[src/rtl/ysyx_23060208_ifu_fetch_if.sv]
`default_nettype none
// ============================================================================
// Module      : ysyx_23060208_ifu_fetch_if
// Description : Redirect, AXI4-Lite read and IFU->IDU signals of the fetch stage
// Revision    : 1.0 - initial release
// ============================================================================
interface ysyx_23060208_ifu_fetch_if #(
    parameter int DATA_WIDTH = 32
);
    logic                      redirect_valid;
    logic [DATA_WIDTH-1:0]     redirect_pc;
    logic [DATA_WIDTH-1:0]     araddr;
    logic                      arvalid;
    logic                      arready;
    logic [DATA_WIDTH-1:0]     rdata;
    logic [1:0]                rresp;
    logic                      rvalid;
    logic                      rready;
    logic [2*DATA_WIDTH-1:0]   ifu_to_idu_bus;
    logic                      ifu_to_idu_valid;
    logic                      idu_allowin;
    logic                      ifu_fault;

    modport master (
        input  redirect_valid, redirect_pc, arready, rdata, rresp, rvalid, idu_allowin,
        output araddr, arvalid, rready, ifu_to_idu_bus, ifu_to_idu_valid, ifu_fault
    );

    modport slave (
        output redirect_valid, redirect_pc, arready, rdata, rresp, rvalid, idu_allowin,
        input  araddr, arvalid, rready, ifu_to_idu_bus, ifu_to_idu_valid, ifu_fault
    );
endinterface
`default_nettype wire

[src/rtl/ysyx_23060208_ifu_fetch.sv]
`default_nettype none
// ============================================================================
// Module      : ysyx_23060208_ifu_fetch
// Description : Fetch stage: one AXI4-Lite read per instruction, redirects,
//               wrong-path discard and valid/allowin hand-off to the IDU
// Revision    : 1.0 - initial release
// ============================================================================
module ysyx_23060208_ifu_fetch #(
    parameter int                    DATA_WIDTH = 32,
    parameter logic [DATA_WIDTH-1:0] RESET_PC   = 'h8000_0000
) (
    input  logic                              clock,
    input  logic                              reset,
    ysyx_23060208_ifu_fetch_if.master         fetch
);

    typedef enum logic [2:0] {
        S_IDLE   = 3'd0,
        S_REQ    = 3'd1,
        S_WAIT_R = 3'd2,
        S_HOLD   = 3'd3,
        S_FAULT  = 3'd4
    } state_t;

    localparam logic [DATA_WIDTH-1:0] c_PC_STEP   = DATA_WIDTH'(4);
    localparam logic [1:0]            c_RESP_OKAY = 2'b00;

    state_t                    r_state,   w_state_nxt;
    logic [DATA_WIDTH-1:0]     r_pc,      w_pc_nxt;
    logic                      r_drop,    w_drop_nxt;
    logic                      r_pend,    w_pend_nxt;
    logic [DATA_WIDTH-1:0]     r_pend_pc, w_pend_pc_nxt;
    logic [2*DATA_WIDTH-1:0]   r_bus,     w_bus_nxt;
    logic                      w_ar_fire;

    assign w_ar_fire = (r_state == S_REQ) && fetch.arready;

    always_ff @(posedge clock) begin
        if (reset) begin
            r_state   <= S_IDLE;
            r_pc      <= RESET_PC;
            r_drop    <= 1'b0;
            r_pend    <= 1'b0;
            r_pend_pc <= '0;
            r_bus     <= '0;
        end else begin
            r_state   <= w_state_nxt;
            r_pc      <= w_pc_nxt;
            r_drop    <= w_drop_nxt;
            r_pend    <= w_pend_nxt;
            r_pend_pc <= w_pend_pc_nxt;
            r_bus     <= w_bus_nxt;
        end
    end

    always_comb begin
        w_state_nxt   = r_state;
        w_pc_nxt      = r_pc;
        w_drop_nxt    = r_drop;
        w_pend_nxt    = r_pend;
        w_pend_pc_nxt = r_pend_pc;
        w_bus_nxt     = r_bus;
        case (r_state)
            S_IDLE: begin
                w_state_nxt = S_REQ;
                if (fetch.redirect_valid) w_pc_nxt = fetch.redirect_pc;
            end
            S_REQ: begin
                // The address in flight cannot change, so a redirect either
                // waits in pend or turns the issued read into a dropped one.
                if (w_ar_fire) begin
                    w_state_nxt = S_WAIT_R;
                    w_pend_nxt  = 1'b0;
                    if (fetch.redirect_valid) begin
                        w_drop_nxt = 1'b1;
                        w_pc_nxt   = fetch.redirect_pc;
                    end else if (r_pend) begin
                        w_drop_nxt = 1'b1;
                        w_pc_nxt   = r_pend_pc;
                    end
                end else if (fetch.redirect_valid) begin
                    w_pend_nxt    = 1'b1;
                    w_pend_pc_nxt = fetch.redirect_pc;
                end
            end
            S_WAIT_R: begin
                if (fetch.rvalid) begin
                    if (fetch.redirect_valid) begin
                        w_state_nxt = S_REQ;
                        w_pc_nxt    = fetch.redirect_pc;
                        w_drop_nxt  = 1'b0;
                    end else if (r_drop) begin
                        w_state_nxt = S_REQ;
                        w_drop_nxt  = 1'b0;
                    end else if (fetch.rresp == c_RESP_OKAY) begin
                        w_state_nxt = S_HOLD;
                        w_bus_nxt   = {r_pc, fetch.rdata};
                    end else begin
                        w_state_nxt = S_FAULT;
                    end
                end else if (fetch.redirect_valid) begin
                    w_drop_nxt = 1'b1;
                    w_pc_nxt   = fetch.redirect_pc;
                end
            end
            S_HOLD: begin
                if (fetch.redirect_valid) begin
                    w_state_nxt = S_REQ;
                    w_pc_nxt    = fetch.redirect_pc;
                end else if (fetch.idu_allowin) begin
                    w_state_nxt = S_REQ;
                    w_pc_nxt    = r_pc + c_PC_STEP;
                end
            end
            S_FAULT: begin
                w_state_nxt = S_FAULT;
            end
            default: begin
                w_state_nxt = S_IDLE;
            end
        endcase
    end

    assign fetch.araddr           = r_pc;
    assign fetch.arvalid          = (r_state == S_REQ);
    assign fetch.rready           = (r_state == S_WAIT_R);
    assign fetch.ifu_to_idu_bus   = r_bus;
    assign fetch.ifu_to_idu_valid = (r_state == S_HOLD);
    assign fetch.ifu_fault        = (r_state == S_FAULT);

endmodule
`default_nettype wire

[src/flat_wrapper.sv]
// flat-port wrapper written by rule: the top's interface ports become plain ports
module ysyx_23060208_ifu_fetch_flat 
#(
    parameter int                    DATA_WIDTH = 32,
    parameter logic [DATA_WIDTH-1:0] RESET_PC   = 'h8000_0000
)
  (clock, reset, fetch_redirect_valid, fetch_redirect_pc, fetch_arready, fetch_rdata, fetch_rresp, fetch_rvalid, fetch_idu_allowin, fetch_araddr, fetch_arvalid, fetch_rready, fetch_ifu_to_idu_bus, fetch_ifu_to_idu_valid, fetch_ifu_fault);
  ysyx_23060208_ifu_fetch_if #(.DATA_WIDTH(DATA_WIDTH)) fetch_i ();
  input  logic clock;
  input  logic reset;
  input wire logic [$bits(fetch_i.redirect_valid)-1:0] fetch_redirect_valid;
  input wire logic [$bits(fetch_i.redirect_pc)-1:0] fetch_redirect_pc;
  input wire logic [$bits(fetch_i.arready)-1:0] fetch_arready;
  input wire logic [$bits(fetch_i.rdata)-1:0] fetch_rdata;
  input wire logic [$bits(fetch_i.rresp)-1:0] fetch_rresp;
  input wire logic [$bits(fetch_i.rvalid)-1:0] fetch_rvalid;
  input wire logic [$bits(fetch_i.idu_allowin)-1:0] fetch_idu_allowin;
  output wire logic [$bits(fetch_i.araddr)-1:0] fetch_araddr;
  output wire logic [$bits(fetch_i.arvalid)-1:0] fetch_arvalid;
  output wire logic [$bits(fetch_i.rready)-1:0] fetch_rready;
  output wire logic [$bits(fetch_i.ifu_to_idu_bus)-1:0] fetch_ifu_to_idu_bus;
  output wire logic [$bits(fetch_i.ifu_to_idu_valid)-1:0] fetch_ifu_to_idu_valid;
  output wire logic [$bits(fetch_i.ifu_fault)-1:0] fetch_ifu_fault;
  assign fetch_i.redirect_valid = fetch_redirect_valid;
  assign fetch_i.redirect_pc = fetch_redirect_pc;
  assign fetch_i.arready = fetch_arready;
  assign fetch_i.rdata = fetch_rdata;
  assign fetch_i.rresp = fetch_rresp;
  assign fetch_i.rvalid = fetch_rvalid;
  assign fetch_i.idu_allowin = fetch_idu_allowin;
  assign fetch_araddr = fetch_i.araddr;
  assign fetch_arvalid = fetch_i.arvalid;
  assign fetch_rready = fetch_i.rready;
  assign fetch_ifu_to_idu_bus = fetch_i.ifu_to_idu_bus;
  assign fetch_ifu_to_idu_valid = fetch_i.ifu_to_idu_valid;
  assign fetch_ifu_fault = fetch_i.ifu_fault;
  ysyx_23060208_ifu_fetch #(.DATA_WIDTH(DATA_WIDTH), .RESET_PC(RESET_PC)) u_core (.clock(clock), .reset(reset), .fetch(fetch_i));
endmodule
[config.mk]
export PLATFORM = sky130hd
export DESIGN_NAME = ysyx_23060208_ifu_fetch_flat
export DESIGN_NICKNAME = d
export VERILOG_FILES = /design/src/rtl/ysyx_23060208_ifu_fetch_if.sv /design/src/rtl/ysyx_23060208_ifu_fetch.sv /design/src/flat_wrapper.sv
export SDC_FILE = /design/constraint.sdc
export NUM_CORES = 1
export LEC_CHECK = 0
export BUFFER_PORTS_ARGS = -buffer_cell sky130_fd_sc_hd__buf_2
export CORE_AREA = 5 5 148 150
export DETAILED_ROUTE_END_ITERATION = 16
export DIE_AREA = 0 0 153 155
export HOLD_SLACK_MARGIN = 0.08
export MAX_ROUTING_LAYER = met4
export PLACE_DENSITY = 0.53
export REMOVE_ABC_BUFFERS = 1
export SLEW_MARGIN = 20
export SYNTH_ARGS = -nofsm -noshare
export SYNTH_HDL_FRONTEND = slang
export SYNTH_SLANG_ARGS = --single-unit
[constraint.sdc]
create_clock -name clock -period 2.5 [get_ports clock]
set_clock_uncertainty 0.15 [all_clocks]
set_input_delay 0.25 -clock clock [delete_from_list [all_inputs] [get_ports clock]]
set_output_delay 0.25 -clock clock [all_outputs]
set_load 0.05 [all_outputs]
# Word-level counts from Yosys, hierarchy flattened
# Cells that the tools add are included.
[op_classes]
add_sub_neg = 1
n_eq_ne = 10
n_mux = 22
bitwise_logic = 3
n_reduce_logical = 13
[ops]
columns = ["cell", "n"]
rows = [
  ["32-bit 2-to-1 mux", 6],
  ["32-bit one-hot mux with 3 select lines", 1],
  ["32-bit by 3-bit adder with 32-bit output (second input constant)", 1],
  ["3-bit 2-to-1 mux", 7],
  ["3-bit one-hot mux with 5 select lines", 1],
  ["5-bit AND reduction", 2],
  ["3-bit by 2-bit == test with 1-bit output (second input constant)", 2],
  ["1-bit 2-to-1 mux", 6],
  ["3-bit inequality test (second input constant)", 2],
  ["3-bit AND reduction", 2],
  ["2-bit by 1-bit inequality test with 1-bit output (second input constant)", 2],
  ["4-bit AND reduction", 1],
  ["2-bit nonzero test", 2],
  ["3-bit by 1-bit == test with 1-bit output (second input constant)", 1],
  ["3-bit == test (second input constant)", 1],
  ["3-bit logical NOT", 1],
  ["3-bit by 2-bit inequality test with 1-bit output (second input constant)", 1],
  ["1-bit inverter", 3],
  ["3-bit nonzero test", 1],
  ["2-bit logical NOT", 1],
  ["2-bit inequality test (second input constant)", 1],
  ["1-bit one-hot mux with 2 select lines", 1],
  ["2-bit AND reduction", 1],
  ["2-bit OR reduction", 1],
  ["1-bit logical AND", 1],
]
[word_totals]
ff_bits = 133
in_bits = 72
out_inout_bits = 100
elab_cells = 55

# Depth between registers and ports, before layout
# Gate-level depths: netlist (run 1).
[depth]
word_depth = 6
ltp_mapped = 8
ltp_nobuf = 6

# Worst setup path after synthesis (run 1)
# Ideal clock, no wire load.
[synth_path]
path_type = "reg2reg"
startpoint = "register u_core.r_state[0]"
endpoint = "register u_core.r_pend_pc[0]"
setup_ns = 0.132
arrival_ns = 2.756
required_ns = 2.218
path_slack_ns = -0.539
stages_incl_launch_ff = 9
path_buffers = 3
period_less_slack_ns = 3.039
cell_sequence = "dfxtp_1 > buf_2 > nor3b_1 > nand2_1 > or2_2 > clkbuf_1 > clkbuf_1 > nand2_1 > a21oi_1"
[synth_between]
elab_chain_cells = 4
[synth_lines]
columns = ["item", "line", "text"]
rows = [
  ["start, declared", "ysyx_23060208_ifu_fetch.sv:28", "state_t r_state, w_state_nxt;"],
  ["start signal, assigned", "ysyx_23060208_ifu_fetch.sv:47", "r_state <= w_state_nxt;"],
  ["3-bit by 1-bit == test with 1-bit output *", "n/a", ""],
  ["net fetch_arvalid", "flat_wrapper.sv:19", "output wire logic [$bits(fetch_i.arvalid)-1:0] fetch_arvalid;"],
  ["1-bit logical AND", "ysyx_23060208_ifu_fetch.sv:36", "assign w_ar_fire = (r_state == S_REQ) && fetch.arready;"],
  ["1-bit inverter (no line)", "n/a", ""],
  ["3-bit AND reduction (no line) *", "n/a", ""],
  ["end signal, assigned", "ysyx_23060208_ifu_fetch.sv:51", "r_pend_pc <= w_pend_pc_nxt;"],
  ["end, declared", "ysyx_23060208_ifu_fetch.sv:32", "logic [DATA_WIDTH-1:0] r_pend_pc, w_pend_pc_nxt;"],
]
# The timed path passes the listed nets; every way through them passes the cells marked *.
# A chain may end at the register's enable or synchronous reset.

# Worst setup path after layout (run 1)
[layout_path]
startpoint = "register u_core.r_pc[3], in the netlist u_core.fetch.araddr[3]"
endpoint = "register u_core.r_pc[30], in the netlist u_core.fetch.araddr[30]"
[layout_between]
elab_chain_cells = 4
[layout_lines]
columns = ["item", "line", "text"]
rows = [
  ["start, declared", "ysyx_23060208_ifu_fetch.sv:29", "logic [DATA_WIDTH-1:0] r_pc, w_pc_nxt;"],
  ["start signal, assigned", "ysyx_23060208_ifu_fetch.sv:48", "r_pc <= w_pc_nxt;"],
  ["32-bit by 3-bit adder with 32-bit output", "ysyx_23060208_ifu_fetch.sv:112", "w_pc_nxt = r_pc + c_PC_STEP;"],
  ["32-bit 2-to-1 mux", "ysyx_23060208_ifu_fetch.sv:110", "end else if (fetch.idu_allowin) begin"],
  ["32-bit 2-to-1 mux", "ysyx_23060208_ifu_fetch.sv:107", "if (fetch.redirect_valid) begin"],
  ["32-bit one-hot mux with 3 select lines", "ysyx_23060208_ifu_fetch.sv:63", "case (r_state)"],
]
# Every way passes these cells. The select of a mux whose other input is x is not followed.

==> metrics, run 1 <==
status finished clean; die area 23700 um^2; Tightest Pin Transition 793 ps; DR iter-0 viols 355; reg2reg path depth 6; I/O Pins 172; Clock Power Share 0.465; Setup TNS 0 ps; WP data required 2700 ps; Critical Path End Type register; CTS tree yes; Final Critical Period 2330 ps; DR WL/cell 16.1 um; vias in the first global route 6439; Leak 3.56 nW; Internal 4.60 mW; Hold Path Class primary input to register; Net Sw Frac 0.277; HPWL Detailed 14400 um; clk_lat worst skew 420 ps; largest net degree at the start of global routing 99; Max Fclk 428 MHz; initial antenna violation count 0; Post-Syn Instances 795; Nets 1112; RSZ-0062 raised after global routing false; Logic pwr share 0.174; vias per cell 4.98; Num CTS Buffers 17; Hold Crit Endpoint u_core.fetch.araddr[27]; Yosys top cell area share 0.440; Syn Area/Cell 7.60 um^2; die width 153 um; total of max-cap violations 0; most frequent cell after synthesis nand2_1; min-delay src reset; initial core utilization 0.294; slew margin rel. 0.470; ys flop type dfxtp_1; Synth warnings 0; Final Max Tran Viols 0; Reg2Reg Setup Slack 170 ps; Residual DRC 0; crit start category register; Hold Path Cell Cnt 2; M1 GR Usage 0.247; routability cong. 0.913; Fillers 2155; kind of critical path register to register; Post-synth EDFFs 0; DRT antenna net count 0; number of port buffers 171; worst-path maximum fanout 5; Psw 1.77 mW; Sink Count 133; final setup fails 0; final hold viol count 0; post-synthesis sequential area ratio 0.440; CTS clock-pin slew for the worst setup and hold paths 60 ps; total wire length 21400 um; sequential power share 0.361; grt peak-use layer met2; Netlist cell types 61; r2r startpoint u_core.fetch.araddr[3]; Peak supply drop 502 uV; fraction of registers with async set/reset 0; Tot Pwr 6.37 mW; Power per Cell Area 720 nW/um^2; antenna cells 0; FF-to-FF End u_core.fetch.araddr[30]; top cells by count, synth 216 x nand2_1, 136 x a21oi_1, 133 x dfxtp_1, 53 x clkbuf_1, 32 x nor2_1; Synth Register Bits 133; grt met2 use 0.287; fraction of final layout cells sized beyond drive strength 1 0.259; core area 20600 um^2; fin crit share 0.934; Netlist Area Pre-Place 6040 um^2; drt first pass iters 5; met3 Track Usage GR 0.0406; # Post-CTS Setup Buffers 0; crit path DAT 2530 ps; Bufs on Longest Clock Path 2; die height 155 um; largest area contributor in the netlist dfxtp_1; H-Tree Depth 4; largest cells by area after synthesis dfxtp_1 44%, nand2_1 13%, a21oi_1 11%; gr usage total 0.186; root buf cell clkbuf_16; Syn-to-layout area delta 46.3%; grt total ovfl 0; via count 6604; row cnt 53; first-pass GRT wire length 34700 um
-- state kept, by name, indices dropped and copies added, names as in the netlist --
| register | flops |
|---|---|
| u_core.r_drop | 1 |
| u_core.r_state | 3 |
| u_core.fetch.ifu_to_idu_bus | 64 |
| u_core.r_pend_pc | 32 |
| u_core.fetch.araddr | 32 |
| u_core.r_pend | 1 |
-- how the worst max path moves through the flow --
| stage | from | to | slack [ps] | depth (start not counted) |
|---|---|---|---|---|
| 3_5_place_dp | u_core.fetch.araddr[2] | u_core.fetch.araddr[30] | 180 | 6 |
| 4_1_cts | u_core.fetch.araddr[2] | u_core.fetch.araddr[30] | 160 | 6 |
| 6_report | u_core.fetch.araddr[3] | u_core.fetch.araddr[30] | 170 | 6 |
| 5_1_grt | u_core.fetch.araddr[9] | u_core.fetch.araddr[28] | 5 | 5 |
| 3_3_place_gp | u_core.fetch.araddr[2] | u_core.fetch.araddr[30] | 210 | 6 |
| 2_1_floorplan | u_core.r_state[0] | u_core.r_pend_pc[0] | -1120 | 5 |
-- layer usage --
metal / wire length, um / share of wire / vias up
met5: 0 / 0 / -
met1: 10300 / 0.48 / 3068
met4: 314 / 0.015 / 0
met3: 1160 / 0.054 / 21
li1: - / - / 3300
met2: 9620 / 0.45 / 215
-- power groups by stage --
stage               logic, mW  clock network (mW)  registers, mW
floorplan               0.354                   0           2.55
global placement         1.03                   0           2.34
detailed placement       1.03                   0           2.34
CTS                      1.12                3.03           2.30
global route             1.20                3.13           2.31
finish                   1.11                2.96           2.30
-- cell families (layout without fill, tap and decap cells) --
| logic type | Yosys count | in the layout | synth area share |
|---|---|---|---|
| flops | 133 | 133 | 0.440 |
| fa+ha+maj | 1 | 1 | 0.00207 |
| compound gates | 240 | 240 | 0.241 |
| xor+xnor | 2 | 2 | 0.00290 |
| simple gates | 339 | 339 | 0.253 |
| buf+inv | 71 | 328 | 0.0455 |
| mux | 9 | 9 | 0.0151 |
-- area by class of cell --
| type | instances | area [um^2] | share of cell area |
|---|---|---|---|
| inverter | 7 | 26.3 | 0.00297 |
| tap | 275 | 344 | 0.0389 |
| multi-input combinational | 591 | 3130 | 0.354 |
| timing repair buffer | 289 | 1970 | 0.223 |
| clock inverter | 11 | 220 | 0.0249 |
| sequential | 133 | 2660 | 0.301 |
| clock buffer | 21 | 480 | 0.0543 |
-- cell usage in the layout, fill, tap and decap left out, drive strengths merged, types with 8 or more instances in the layout --
| cell | synthesis | final |
|---|---|---|
| nand3 | 21 | 21 |
| a21oi | 136 | 136 |
| nand2 | 216 | 216 |
| clkbuf | 54 | 21 |
| nor2 | 32 | 32 |
| nand4 | 13 | 13 |
| a211oi | 13 | 13 |
| a221o | 10 | 10 |
| dfxtp | 133 | 133 |
| a22oi | 9 | 9 |
| nor3 | 15 | 15 |
| dlygate4sd3 | 0 | 67 |
| mux2i | 8 | 8 |
| o21ai | 29 | 29 |
| buf | 10 | 222 |
-- what timing repair did --
action | in CTS | in global routing
endpoints found under the hold margin | 77 | 0
hold buffers | 67 | 0
setup endpoints to repair | 0 | 0
resized for setup | 0 | 0
-- per-stage QoR --
step / utilization / hold slack (ps) / cells / worst slack, ps / instance area, um^2
global route: 0.430 / 101 / 1327 / 4.52 / 8840
floorplan: - / 163 / 731 / -1120 / 5800
global placement: 0.363 / 289 / 1228 / 206 / 7470
detailed placement: 0.363 / 293 / 1228 / 181 / 7470
CTS: 0.430 / 95.1 / 1327 / 160 / 8840
finish: 0.430 / 105 / 1327 / 166 / 8840
-- critical path: stages (launching register included) --
cell and delay (ps):
dfxtp_1 330, ha_1 200, and3_4 250, nand3_4 110
or4_4 550, or4_4 490, a41oi_2 170
Power figures use the tool's default switching activity.
==> run 2, diff against run 1 <==
--- a/config.mk
+++ b/config.mk
@@ -6,12 +6,13 @@
 export NUM_CORES = 1
 export LEC_CHECK = 0
 export BUFFER_PORTS_ARGS = -buffer_cell sky130_fd_sc_hd__buf_2
-export CORE_AREA = 5 5 148 150
+export CORE_AREA = 5 5 129 131
+export CTS_CLUSTER_SIZE = 40
 export DETAILED_ROUTE_END_ITERATION = 16
-export DIE_AREA = 0 0 153 155
+export DIE_AREA = 0 0 134 136
 export HOLD_SLACK_MARGIN = 0.08
 export MAX_ROUTING_LAYER = met4
-export PLACE_DENSITY = 0.53
+export PLACE_DENSITY = 0.66
 export REMOVE_ABC_BUFFERS = 1
 export SLEW_MARGIN = 20
 export SYNTH_ARGS = -nofsm -noshare
==> constraint.sdc (replaced) <==
create_clock -name clock -period 2.5 [get_ports clock]
set_clock_uncertainty 0.15 [all_clocks]
set_input_delay 0.25 -clock clock [delete_from_list [all_inputs] [get_ports clock]]
set_output_delay 0.25 -clock clock [all_outputs]
set_load 0.005 [all_outputs]
==> run 2 against run 1 <==
  * Worst setup slack got worse by 24 ps
  * Global-route usage rose by 4.0 points
  * Clock-buffer cell count did not move
  * Final cell count fell by 6.6%
  * Clock power fell by 11%
  * Wire length fell by 4.5%
  * Non-clock buffer count fell by 3
  * Die area fell by 23%
  * Hold slack barely moved
  * Critical path type unchanged
  * Critical endpoint unchanged
==> metrics, run 2 (synthesized netlist as in run 1, its figures left out) <==
status finished clean (unchanged); Peak supply drop 432 uV (was 502 uV); clk_lat worst skew 420 ps (about the same); slew margin rel. 0.529 (was 0.470); crit start category register (unchanged); Final Max Tran Viols 0 (unchanged); initial core utilization 0.390 (was 0.294); die area 18200 um^2 (was 23700 um^2); max reg flops 64 (unchanged); worst slack at placement 172 ps (was 181 ps); final setup fails 0 (unchanged); r2r startpoint u_core.fetch.araddr[2] (was u_core.fetch.araddr[3]); gr usage total 0.226 (was 0.186); Power per Cell Area 672 nW/um^2 (was 720 nW/um^2); Nets 1109 (was 1112); vias per cell 5.35 (was 4.98); setup ws final 142 ps (was 166 ps); WP data required 2690 ps (was 2700 ps); reg2reg path depth 6 (unchanged); most frequent cells in the layout 216 x nand2_1, 170 x buf_2, 136 x a21oi_1 (unchanged); post-CTS sizing 0 (unchanged); total wire length 20400 um (was 21400 um); CTS tree yes (unchanged); DR WL/cell 16.5 um (was 16.1 um); Sink Count 133 (unchanged); vias in the first global route 6149 (was 6439); fin crit share 0.943 (was 0.934); worst-path maximum fanout 5 (unchanged); grt total ovfl 0 (unchanged); fraction of final layout cells sized beyond drive strength 1 0.253 (was 0.259); crit path DAT 2550 ps (was 2530 ps); RSZ-0062 raised after global routing false (unchanged); Max Fclk 424 MHz (was 428 MHz); min-delay src fetch_rresp[0] (was reset); H-Tree Depth 4 (unchanged); Tightest Pin Transition 706 ps (was 793 ps); Bufs on Longest Clock Path 2 (unchanged); first-pass GRT wire length 32200 um (was 34700 um); kind of critical path register to register (unchanged); final hold viol count 0 (unchanged); Reg2Reg Setup Slack 140 ps (was 170 ps); initial antenna violation count 0 (unchanged); CTS clock-pin slew for the worst setup and hold paths 60 ps (about the same); number of port buffers 171 (unchanged); DRT antenna net count 0 (unchanged); HPWL Detailed 13600 um (was 14400 um); row cnt 46 (was 53); Num CTS Buffers 17 (unchanged); core area 15500 um^2 (was 20600 um^2); FF-to-FF End u_core.fetch.araddr[30] (unchanged); Residual DRC 0 (unchanged); routability cong. 0.890 (was 0.913); Syn-to-layout area delta 42.3% (was 46.3%); Hold Crit Endpoint u_core.r_state[1] (was u_core.fetch.araddr[27]); Critical Path End Type register (unchanged); die width 134 um (was 153 um); commonest non-fill, non-tap cell in the layout nand2_1 (unchanged); Final Critical Period 2360 ps (was 2330 ps); Hold Path Class primary input to register (unchanged); I/O Pins 172 (unchanged); Setup TNS 0 ps (unchanged); antenna cells 0 (unchanged); total of max-cap violations 0 (unchanged); largest net degree at the start of global routing 92 (was 99); Hold Path Cell Cnt 4 (was 2); drt first pass iters 5 (unchanged); root buf cell clkbuf_16 (unchanged); DR iter-0 viols 499 (was 355); die height 136 um (was 155 um); Leak 3.50 nW (was 3.56 nW); via count 6639 (was 6604)
run 2: worst max path at each step:
stage               slack, ps                 endpoint  cells after the start              startpoint
floorplan                -900  u_core.fetch.araddr[26]                      5       u_core.r_state[1]
global placement          240  u_core.fetch.araddr[30]                      6  u_core.fetch.araddr[2]
detailed placement        170  u_core.fetch.araddr[30]                      6  u_core.fetch.araddr[2]
CTS                       150  u_core.fetch.araddr[30]                      6  u_core.fetch.araddr[2]
global route               50  u_core.fetch.araddr[30]                      6  u_core.fetch.araddr[2]
finish                    140  u_core.fetch.araddr[30]                      6  u_core.fetch.araddr[2]
run 2: routing by layer:
metal	vias up	GRT usage	wire (um)
met5	-	-	0
met4	0	0.0680	299
met3	24	0.0440	1250
met2	241	0.376	9890
met1	3088	0.279	8970
li1	3286	-	-
run 2: report_power, final:
group	total [mW]	switching (mW)	internal, mW
clock network	2.62	0.934	1.68
registers	2.29	0.0837	2.21
logic	0.876	0.473	0.403
run 2: per-stage QoR:
step | instance area [um^2] | util | instances | total power, mW | hold WS [ps]
finish | 8600 | 0.556 | 1240 | 5.78 | 104
floorplan | 5800 | - | 731 | 2.69 | 163
CTS | 8600 | 0.556 | 1240 | 5.82 | 92.3
detailed placement | 7320 | 0.473 | 1142 | 3.12 | 293
global placement | 7320 | 0.473 | 1142 | 3.12 | 287
global route | 8600 | 0.556 | 1240 | 6.02 | 109
run 2: timing repair:
action | in CTS | in global routing
hold buffers | 67 | 0
setup buffers | 0 | 0
hold endpoints to repair | 75 | 0
run 2: critical path: stages (launching register included):
cell and delay [ps]:
dfxtp_1 350, ha_1 210, and3_4 240, nand3_4 100, or4_4 540, or4_4 500, a41oi_2 180
run 2: area by class of cell:
| type | count | area [um^2] |
|---|---|---|
| multi-input cells | 591 | 3130 |
| repair buffers | 286 | 1940 |
| clock inverters | 10 | 155 |
| fillers | 1449 | 6880 |
| well taps | 192 | 240 |
| clock buffers | 21 | 450 |
| flip-flops and latches | 133 | 2660 |
| inverters | 7 | 26.3 |
